$ cat src/rtl/spectrum_height_writer.sv
// Reduces a stream of FFT bin magnitudes to per-band bar heights and publishes
// whole frames on the video update pulse. Optional macro PEAK_DECAY_EN: bars fall gradually.
module spectrum_height_writer #(
  parameter int NUM_BANDS     = 16,
  parameter int BINS_PER_BAND = 16,
  parameter int MAG_W         = 16,
  parameter int HEIGHT_W      = 9,
  parameter int MAX_HEIGHT    = 479,
  parameter int SHIFT         = 7,
  parameter int DECAY_STEP    = 4
) (
  input  logic                          clk,
  input  logic                          reset_n,
  input  logic                          s_valid,
  output logic                          s_ready,
  input  logic [MAG_W-1:0]              s_mag,
  input  logic                          s_last,
  input  logic                          update,
  output logic [NUM_BANDS*HEIGHT_W-1:0] heights,
  output logic                          loaded,
  output logic                          overrun
);

  localparam int BIN_W  = (BINS_PER_BAND > 1) ? $clog2(BINS_PER_BAND) : 1;
  localparam int BAND_W = (NUM_BANDS > 1) ? $clog2(NUM_BANDS) : 1;

`ifdef PEAK_DECAY_EN
  localparam int FALL = DECAY_STEP;
`else
  // A full-scale falloff always saturates to 0, so each publish is a plain copy.
  localparam int FALL = (DECAY_STEP < 0) ? 0 : (1 << HEIGHT_W) - 1;
`endif
  localparam logic [HEIGHT_W-1:0] FALL_V = HEIGHT_W'(FALL);

  typedef enum logic [1:0] {ACCUM, FILL, READY} state_t;

  state_t              state_reg, state_next;
  logic [BIN_W-1:0]    bin_cnt_reg, bin_cnt_next;
  logic [BAND_W-1:0]   band_cnt_reg, band_cnt_next;
  logic [MAG_W-1:0]    peak_reg, peak_next;
  logic                loaded_reg, overrun_reg;

  logic                accept, last_bin, last_band;
  logic [MAG_W-1:0]    band_max, shifted;
  logic [HEIGHT_W-1:0] h_clamp, stage_data;
  logic                stage_wr, publish, overrun_set;

  assign accept    = s_valid && s_ready;
  assign last_bin  = (bin_cnt_reg == BIN_W'(BINS_PER_BAND - 1));
  assign last_band = (band_cnt_reg == BAND_W'(NUM_BANDS - 1));
  assign band_max  = (s_mag > peak_reg) ? s_mag : peak_reg;
  assign shifted   = band_max >> SHIFT;
  assign h_clamp   = (shifted > MAG_W'(MAX_HEIGHT)) ? HEIGHT_W'(MAX_HEIGHT)
                                                    : shifted[HEIGHT_W-1:0];
  // READY back-pressures the source, so a finished frame can never be replaced.
  assign overrun_set = 1'b0;

  always_ff @(posedge clk or negedge reset_n) begin
    if (!reset_n) begin
      state_reg    <= ACCUM;
      bin_cnt_reg  <= '0;
      band_cnt_reg <= '0;
      peak_reg     <= '0;
      loaded_reg   <= 1'b0;
      overrun_reg  <= 1'b0;
    end else begin
      state_reg    <= state_next;
      bin_cnt_reg  <= bin_cnt_next;
      band_cnt_reg <= band_cnt_next;
      peak_reg     <= peak_next;
      loaded_reg   <= publish;
      overrun_reg  <= overrun_reg | overrun_set;
    end
  end

  always_comb begin
    state_next    = state_reg;
    s_ready       = 1'b0;
    bin_cnt_next  = bin_cnt_reg;
    band_cnt_next = band_cnt_reg;
    peak_next     = peak_reg;
    stage_wr      = 1'b0;
    stage_data    = h_clamp;
    publish       = 1'b0;
    case (state_reg)
      ACCUM: begin
        s_ready = 1'b1;
        if (accept) begin
          if (last_bin || s_last) begin
            stage_wr     = 1'b1;
            peak_next    = '0;
            bin_cnt_next = '0;
            if (last_band) begin
              state_next = READY;
            end else begin
              band_cnt_next = band_cnt_reg + BAND_W'(1);
              if (s_last) state_next = FILL;
            end
          end else begin
            peak_next    = band_max;
            bin_cnt_next = bin_cnt_reg + BIN_W'(1);
          end
        end
      end
      FILL: begin
        stage_wr   = 1'b1;
        stage_data = '0;
        if (last_band) state_next = READY;
        else band_cnt_next = band_cnt_reg + BAND_W'(1);
      end
      READY: begin
        if (update) begin
          publish       = 1'b1;
          bin_cnt_next  = '0;
          band_cnt_next = '0;
          peak_next     = '0;
          state_next    = ACCUM;
        end
      end
      default: state_next = ACCUM;
    endcase
  end

  genvar gi;
  generate
    for (gi = 0; gi < NUM_BANDS; gi++) begin : g_band
      logic [HEIGHT_W-1:0] staging_reg, height_reg, fallen, pub_val;

      assign fallen  = (height_reg > FALL_V) ? height_reg - FALL_V : '0;
      assign pub_val = (staging_reg > fallen) ? staging_reg : fallen;

      always_ff @(posedge clk or negedge reset_n) begin
        if (!reset_n) begin
          staging_reg <= '0;
          height_reg  <= '0;
        end else begin
          if (stage_wr && band_cnt_reg == BAND_W'(gi)) staging_reg <= stage_data;
          if (publish) height_reg <= pub_val;
        end
      end

      assign heights[gi*HEIGHT_W +: HEIGHT_W] = height_reg;
    end
  endgenerate

  assign loaded  = loaded_reg;
  assign overrun = overrun_reg;

endmodule

$ cat config.mk
export PLATFORM = sky130hd
export DESIGN_NAME = spectrum_height_writer
export DESIGN_NICKNAME = d
export VERILOG_FILES = /design/src/rtl/spectrum_height_writer.sv
export SDC_FILE = /design/constraint.sdc
export NUM_CORES = 1
export LEC_CHECK = 0
export CORE_ASPECT_RATIO = 0.7
export CORE_MARGIN = 4
export CORE_UTILIZATION = 58
export CTS_CLUSTER_DIAMETER = 50
export DETAILED_ROUTE_END_ITERATION = 7
export GPL_ROUTABILITY_DRIVEN = 0
export PLACE_DENSITY = 0.77
export SLEW_MARGIN = 20
export SYNTH_ARGS = -nofsm -noshare
export SYNTH_HDL_FRONTEND = slang
export SYNTH_SLANG_ARGS = --single-unit
$ cat constraint.sdc
create_clock -name clk -period 4.8 [get_ports clk]
set_input_delay 0.96 -clock clk [delete_from_list [all_inputs] [get_ports clk]]
set_output_delay 0.96 -clock clk [all_outputs]
set_load 0.02 [all_outputs]
* Yosys cells after proc, flatten, opt, wreduce, memory -nomap -nowiden *
Cells that the tools add are included.

storage, ports and cells
  bits in registers = 315
  output and inout bits = 147
  logic and storage cells = 200
  bits of input ports = 21

operators by class
  reductions and logical operators = 26
  $lt $le $gt $ge = 34
  mux-type cells = 60
  equal/unequal tests = 24
  $add $sub $neg = 18

operators with widths
  cell                                                   count
  2-to-1 mux 9 bit                                       34
  greater-than comparator 9 bit (second input constant)  17
  greater-than comparator 9 bit                          16
  subtractor 9 bit (second input constant)               16
  2-to-1 mux 16 bit                                      4
  == test 4 bit (second input constant)                  9
  case mux 16 bit (2 select lines)                       1
  2-to-1 mux 4 bit                                       6
  logical AND 1 bit                                      17
  == test 4 x 3 -> 1 bit (second input constant)         4
  greater-than comparator 16 bit                         1
  2-to-1 mux 2 bit                                       6
  case mux 4 bit (3 select lines)                        1
  adder 4 x 1 -> 4 bit (second input constant)           2
  == test 4 x 2 -> 1 bit (second input constant)         2
  inequality test 2 bit (second input constant)          4
  case mux 4 bit (2 select lines)                        1
  AND reduction 4 bit                                    2
  inequality test 3 bit (second input constant)          2
  case mux 2 bit (3 select lines)                        1
  2-to-1 mux 1 bit                                       5
  AND reduction 5 bit                                    1
  == test 4 x 1 -> 1 bit (second input constant)         1
  logical NOT 4 bit                                      1
  other kinds (8)                                        8

* Depth between registers and ports, before layout *
Gate-level depths: netlist (run 1).

  depth after elaboration = 6
  mapped depth = 18
  depth with buffers taken out = 16

* Worst setup path before layout (run 1) *
Ideal clock, no wire load.

  kind = register -> register
  start point = register g_band[14].height_reg[0]
  end point = register g_band[14].height_reg[2]
  slack = 1.187 ns
  buffers on the path = 0
  cell stages (with the launch flop) = 16
  required time = 4.674 ns
  data arrival time = 3.487 ns
  period minus slack after synthesis = 3.613 ns
  setup time = 0.126 ns
  cells stage by stage = dfrtp_1 > ha_1 > inv_1 > nor4_1 > ha_1 > nand4b_1 > nor4_1 > nand2_1 > ha_1 > nor2b_1 > o21ai_0 > nand2b_1 > a2111oi_0 > o31a_1 > nor3_1 > a221o_1

between the ends
  word-level cells in the longest chain between the ends = 4
  elaborated cells between the ends (all ways) = 5
  those cells by class = add/sub (1); order compare (2); mux (2)

RTL lines
  what                                                               line  RTL
  start, declared                                                    127   logic [HEIGHT_W-1:0] staging_reg, height_reg, fallen, pub_val;
  start signal, assigned                                             138   if (publish) height_reg <= pub_val;
  subtractor 9 bit or greater-than comparator 9 bit (tied branches)  129   assign fallen = (height_reg > FALL_V) ? height_reg - FALL_V : '0;
  2-to-1 mux 9 bit (*)                                               129
  greater-than comparator 9 bit                                      130   assign pub_val = (staging_reg > fallen) ? staging_reg : fallen;
  2-to-1 mux 9 bit (*)                                               130

Every way passes the cells marked *; elsewhere a longest branch is shown, timed or not.
A chain may end at the register's enable or synchronous reset.

* Worst setup path after layout (run 1) *
  start point = register g_band[1].height_reg[1]
  end point = register g_band[1].height_reg[6]

between the ends
  word-level cells in the longest chain between the ends = 4
  elaborated cells between the ends (all ways) = 5
  those cells by class = add/sub (1); order compare (2); mux (2)

RTL lines
  what                                                               line
  start, declared                                                    127
  start signal, assigned                                             138
  subtractor 9 bit or greater-than comparator 9 bit (tied branches)  129
  2-to-1 mux 9 bit (*)                                               129
  greater-than comparator 9 bit                                      130
  2-to-1 mux 9 bit (*)                                               130

Marked as above.

==> results.md, run 1 <==
- FF+latch count, synth: 315
- Sink Count: 315
- Vias: 15200
- Hpwl dp: 33000 µm
- Post-synth top area share: 44.2%
- Yosys top cell by area: dfrtp_1
- CTS Buf Count: 35
- Max_cap viols: 0
- 1st-iter DRT viols: 1361
- Worst Tran Pin Value: 960 ps
- Total Routing Usage GR: 27.7%
- DIE AREA: 33700 µm²
- Post-CTS setup buffer count: 0
- Final worst-path cycle share: 84.9%
- Fmax: 245 MHz
- Data arrival, critical path: 4470 ps
- N_diodes: 0
- Worst setup SP type: flip-flop
- Critical Path End Type: flip-flop
- Post-CTS Resized: 0
- Drt total wl: 46700 µm
- Post-route design area: 21400 µm²
- Most used DFF post-synth: dfrtp_1
- Syn Inst Count: 1886
- Count leader, synth: nand2_1
- Setup TNS: 0 ps
- Post-synth EDFFs: 0
- Max Slew Vio Count: 0
- Area Overhead vs Synth: 20.2%
- Die Ht: 155 µm
- Vias per std cell: 5.98
- Top post-synthesis cells by area: dfrtp_1 (44%), ha_1 (14%), nand2_1 (7.1%)
- Hold Fails Final Rpt: 0
- Wire per inst: 18.4 µm
- Post-DP Area: 20200 µm²
- Total grt overflow: 0
- Pwr dens: 536 nW/µm²
- Peak supply drop: 0.000278 V
- Synth cell count leaders: nand2_1 (337), dfrtp_1 (315), ha_1 (197), o21ai_0 (150), a21oi_1 (89)
- Initial cell density of the core: 59.1%
- Post-DRT Antenna Nets: 0
- Row cnt: 53
- Core ar.: 30200 µm²
- CP peak stage delay: 710 ps
- CTS tree: yes
- Clock Latency Late Sink: 530 ps
- Max H-tree Level: 2
- Largest family of logic cells by synthesized area: compound AO/OA/AOI/OAI gates
- CP cell instances: ha_1 -> inv_1 -> nor3_1 -> ha_1 -> nand4b_1 -> nor3_1 -> nand2_1 -> ha_1 -> nor2b_1 -> o21ai_0 -> nand2b_1 -> a2111oi_0 -> o31a_1 -> nor3_1 -> a221o_1
- Setup Viol. Count Final: 0
- Final net count: 2320
- Antenna violations before repair: 0
- Drt drc: 0
- Io pins: 168
- Largest net degree at the start of global routing: 119
- WS Path Type: flip-flop to flip-flop
- Ys Warns: 0
- First-pass GRT wire length: 77000 µm
- Yosys cell types: 61
- Drt pass-1 iters: 5
- Pleak: 9.64 nW
- Post-synthesis mux area share: 1.47%
- Outcome: complete, no violations
- Vias in the first global route: 14700
- Worst-path clk slew: 70 ps
- Fraction of the mapped netlist area in adder cells: 13.8%
- HP Class: input port to async pin
- Hold-fix buffers at CTS: 0
- CTS Buffer Depth: 3
- Asr flop ratio synth: 100%
- Fin crit period: 4070 ps
- RSZ-0062 raised after global routing: false
- Synth Cell Area: 17800 µm²
- Die width: 218 µm
- Worst-path fanout max: 7
- Synth Area in XOR/XNOR: 0.737%
- PortBufs: 166
- Share of cells above drive strength 1: 5.03%
- Sequential area share after synthesis: 44.2%
- Relative slew slack: 36.0%
- Req. time, crit path: 5200 ps
- Clock root buffer: clkbuf_16
- Syn avg cell area: 9.45 µm²
- Simple-Gate Fraction of Synth Area: 16.4%
- Setup Skew: 20.2 ps
- Slowest cell on crit path: a2111oi_0
- Post-synthesis compound-gate area fraction: 19.7%
-- metrics by stage --
stage / std cells / util, % / setup WS (ps) / hold slack, ps / power [mW]
after CTS: 2540 / 71.1 / 749 / 496 / 11.5
after global placement: 2477 / 66.8 / 696 / 468 / 8.31
after detailed placement: 2477 / 66.8 / 677 / 479 / 8.53
after floorplan: 1949 / - / 1190 / 446 / 6.91
final: 2540 / 71.1 / 726 / 498 / 11.5
after global routing: 2540 / 71.1 / 356 / 515 / 12.3
-- cells by family (layout without fill, tap and decap cells) --
kind of cell             after synthesis  after routing
AND/OR/NAND/NOR                      646            646
AO/OA/AOI/OAI                        523            523
flip-flops                           315            315
adder cells (fa/ha/maj)              197            197
buffers and inverters                162            341
multiplexers                          26             26
XOR/XNOR                              15             15
other                                  2             65
-- cell type report --
type                    count  area, µm²
inverters                  88        330
clock inverters            11        163
multi-input cells        1472       9560
clock buffers              52       1110
repair buffers            190       1870
well taps                 412        515
flip-flops and latches    315       7880
fillers                  2291       8730
-- path summary, 6_finish.rpt --
kind / from / endpoint / slack [ps] / cells past startpoint
setup reg to reg: g_band[1].height_reg[1]$_DFFE_PN0P_ / g_band[1].height_reg[6]$_DFFE_PN0P_ / 730 / 15
min in group clk: g_band[5].staging_reg[0]$_DFFE_PN0P_ / g_band[5].staging_reg[0]$_DFFE_PN0P_ / 500 / 2
hold reg to reg: g_band[5].staging_reg[0]$_DFFE_PN0P_ / g_band[5].staging_reg[0]$_DFFE_PN0P_ / 500 / 2
setup / recovery: g_band[1].height_reg[1]$_DFFE_PN0P_ / g_band[1].height_reg[6]$_DFFE_PN0P_ / 730 / 15
hold / removal: reset_n / g_band[9].height_reg[2]$_DFFE_PN0P_ / 500 / 1
max in group asynchronous: reset_n / g_band[14].height_reg[6]$_DFFE_PN0P_ / 3280 / 2
-- layout by cell type, fill, tap and decap left out, drive strengths merged, types with 37 or more instances in the layout --
master           n
a21oi           91
a22o            56
clkbuf          52
clkdlybuf4s50  165
conb            65
dfrtp          315
ha             197
inv             90
nand2          338
nand3           49
nand4           37
nor2            83
nor3            53
o21ai          183
-- layer usage --
metal / share of wire (%) / GRT usage, % / wire length [µm] / vias up
li1: - / - / - / 7273
met1: 47 / 41.7 / 22200 / 7304
met2: 44 / 42.0 / 20500 / 515
met3: 6.8 / 4.83 / 3190 / 86
met4: 1.8 / 6.84 / 860 / 0
met5: 0 / 0 / 0 / -
-- critical path, delay by kind of cell (launching register included) --
kind | cells | cell delay [ps]
flip-flops | 1 | 430
AO/OA/AOI/OAI | 4 | 1560
AND/OR/NAND/NOR | 7 | 1190
adder cells (fa/ha/maj) | 3 | 740
buffers and inverters | 1 | 60
-- power breakdown --
part	switching [mW]	leakage, nW	internal [mW]
clock	1.11	0.637	1.82
combinational	2.55	4.76	1.82
sequential	0.837	4.25	3.37
total	4.50	9.64	7.01
Note: power is estimated with default switching activity, not from simulation.
==> inputs of run 2 (changes only) <==
==> constraint.sdc (replaced) <==
create_clock -name clk -period 4.27 [get_ports clk]
set_input_delay 0.854 -clock clk [delete_from_list [all_inputs] [get_ports clk]]
set_output_delay 0.854 -clock clk [all_outputs]
set_load 0.02 [all_outputs]
==> run 2 against run 1 <==
  * Clock skew about the same
  * Maximum frequency grew 5.2%
  * Count of clock-buffer cells in the layout shrank 7
  * Combinational power is 14% higher
  * Core utilization down 0.058 points
  * Design area about the same
  * Sequential share of layout area about the same
  * Clock power increased by 4%
  * Critical path depth is 1 higher
==> results.md, run 2 (synthesis gave the netlist of run 1 again) <==
- Final worst-path cycle share: 90.7% (+5.8 points)
- Vias: 15300 (+0.72%)
- Vias in the first global route: 15100 (+2.3%)
- R2R depth: 16 (+1)
- Pleak: 9.62 nW (-0.22%)
- Place WS: 297 ps (-380 ps)
- 1st-iter DRT viols: 1294 (-4.9%)
- WS Path Type: flip-flop to flip-flop
- Drt total wl: 47900 µm (+2.5%)
- Wire per inst: 18.8 µm (+2.3%)
- Area occupied by multi-input gates: 9590 µm² (+0.22%)
- Most common cell after layout, fill and taps aside: nand2_1
- Highest-count cells in the layout ignoring fill and taps: nand2_1 (336), dfrtp_1 (315), ha_1 (197)
- Comb pwr share: 39.0% (+1.0 points)
- HP Class: input port to async pin
- Setup TNS: 0 ps (unchanged)
- Clock root buffer: clkbuf_16
- Max_cap viols: 0 (unchanged)
- Worst setup SP type: flip-flop
- Reg area: 7880 µm² (unchanged)
- Largest net degree at the start of global routing: 113 (-5.0%)
- Post-DRT Antenna Nets: 0 (unchanged)
- Final net count: 2331 (+0.47%)
- Io pins: 168 (unchanged)
- CP peak stage delay: 670 ps (-40 ps)
- Hold Fails Final Rpt: 0 (unchanged)
- Hpwl dp: 34200 µm (+3.5%)
- Drt drc: 0 (unchanged)
- Worst-path clk slew: 60 ps (about the same)
- Total grt overflow: 0 (unchanged)
- CTS Buffer Depth: 3 (unchanged)
- Fin crit period: 3870 ps (-202 ps)
- Total Routing Usage GR: 28.5% (+0.76 points)
- Die width: 218 µm (unchanged)
- Hold_ws: 382 ps (-117 ps)
- Die Ht: 155 µm (unchanged)
- CTS Buf Count: 37 (+5.7%)
- Setup ws final: 398 ps (-328 ps)
- Peak supply drop: 0.000306 V (+9.9%)
- Core ar.: 30200 µm² (unchanged)
- Filler cell count: 2260 (-1.4%)
- Drt pass-1 iters: 6 (+1)
- Fmax: 258 MHz (+5.2%)
- Worst-path fanout max: 7 (unchanged)
- N_diodes: 0 (unchanged)
- PortBufs: 166 (unchanged)
- Max H-tree Level: 2 (unchanged)
- First-pass GRT wire length: 79000 µm (+2.6%)
- Clock power frac: 23.8% (-1.7 points)
- Share of cells above drive strength 1: 5.16% (+0.13 points)
- Pwr dens: 597 nW/µm² (+11%)
- Critical Path End Type: flip-flop
- Relative slew slack: 36.5% (+0.54 points)
- Core Util, Final: 71.0% (about the same)
- Slowest cell on crit path: a2111oi_0
- Seq pwr share: 37.2% (+0.6 points)
- Data arrival, critical path: 4280 ps (-190 ps)
- RSZ-0062 raised after global routing: false
- Switch share: 40.0% (+0.90 points)
- Max Slew Vio Count: 0 (unchanged)
- Setup Skew: 20.1 ps (-0.116 ps)
- Area Overhead vs Synth: 20.1% (about the same)
- Row cnt: 53 (unchanged)
- Post-CTS setup buffer count: 0 (unchanged)
- Initial cell density of the core: 59.1% (unchanged)
- CTS tree: yes
- Sink Count: 315 (unchanged)
- Req. time, crit path: 4680 ps (-520 ps)
- Setup Viol. Count Final: 0 (unchanged)
- Int Power: 7.67 mW (+9.5%)
- Switching Power: 5.11 mW (+14%)
- Vias per std cell: 6.01 (+0.53%)
- Antenna violations before repair: 0 (unchanged)
- Clock Latency Late Sink: 520 ps (about the same)
- Outcome: complete, no violations
- CP cell instances: ha_1 -> inv_1 -> nor4_1 -> ha_1 -> nand4b_1 -> nor4_1 -> buf_4 -> nand2_1 -> ha_1 -> nor2b_1 -> o21ai_0 -> nand2b_1 -> a2111oi_0 -> o31a_1 -> nor3_1 -> a221o_1
- DIE AREA: 33700 µm² (unchanged)
- Worst Tran Pin Value: 952 ps (-8.10 ps)
- Most frequent CP cell: ha_1
[run 2: cell count changes in the layout (fill, tap and decap cells not counted), moves of 2 or more]
| cell | change |
|---|---|
| clkbuf_8 | -11 |
| buf_4 | +7 |
| clkbuf_1 | +4 |
| buf_12 | +2 |
| clkinvlp_4 | +2 |
[run 2: per-layer routing]
| metal | wire length (µm) | track usage [%] |
|---|---|---|
| met4 | 703 | 5.72 |
| met3 | 3180 | 4.67 |
| met2 | 21200 | 43.6 |
| met1 | 22800 | 43.2 |
| met5 | 0 | 0 |
[run 2: final timing paths]
| check | start | end | slack [ps] |
|---|---|---|---|
| max in group asynchronous | reset_n | g_band[13].height_reg[3]$_DFFE_PN0P_ | 2830 |
| worst max register to register | g_band[14].height_reg[1]$_DFFE_PN0P_ | g_band[14].height_reg[2]$_DFFE_PN0P_ | 400 |
| min in group clk | g_band[7].height_reg[3]$_DFFE_PN0P_ | g_band[7].height_reg[3]$_DFFE_PN0P_ | 490 |
| worst min register to register | g_band[7].height_reg[3]$_DFFE_PN0P_ | g_band[7].height_reg[3]$_DFFE_PN0P_ | 490 |
| worst max-delay path | g_band[14].height_reg[1]$_DFFE_PN0P_ | g_band[14].height_reg[2]$_DFFE_PN0P_ | 400 |
| worst min-delay path | reset_n | g_band[9].height_reg[3]$_DFFE_PN0P_ | 380 |
[run 2: per-stage QoR]
| stage | power [mW] | std cells | area [µm²] |
|---|---|---|---|
| 2_1_floorplan | 7.77 | 1949 | 18100 |
| 3_3_place_gp | 9.41 | 2486 | 20300 |
| 3_5_place_dp | 9.64 | 2486 | 20300 |
| 4_1_cts | 12.7 | 2545 | 21400 |
| 5_1_grt | 13.6 | 2545 | 21400 |
| 6_report | 12.8 | 2545 | 21400 |
[run 2: power by group through the flow]
stage	combinational (mW)	sequential [mW]	clock, mW
2_1_floorplan	3.08	4.69	0
3_3_place_gp	4.66	4.74	0
3_5_place_dp	4.88	4.76	0
4_1_cts	4.94	4.72	3.07
5_1_grt	5.57	4.84	3.19
6_report	4.99	4.75	3.05
[run 2: timing repair]
| action | CTS | global route |
|---|---|---|
| endpoints found under the setup margin | 0 | 10 |
| gates resized for setup | 0 | 3 |
| hold buffers | 0 | 0 |
[run 2: critical path: cells and delay by family (launching register included)]
family	cells	cell delay, ps
flip-flops	1	420
AO/OA/AOI/OAI	4	1490
adder cells (fa/ha/maj)	3	680
buffers and inverters	2	200
AND/OR/NAND/NOR	7	980
[run 2: cell type report]
| cell class | count | share of cell area [%] |
|---|---|---|
| multi-input cells | 1472 | 44.7 |
| flip-flops and latches | 315 | 36.8 |
| repair buffers | 199 | 9.17 |
| clock buffers | 45 | 4.56 |
| well taps | 412 | 2.41 |
| inverters | 88 | 1.54 |
| clock inverters | 14 | 0.783 |
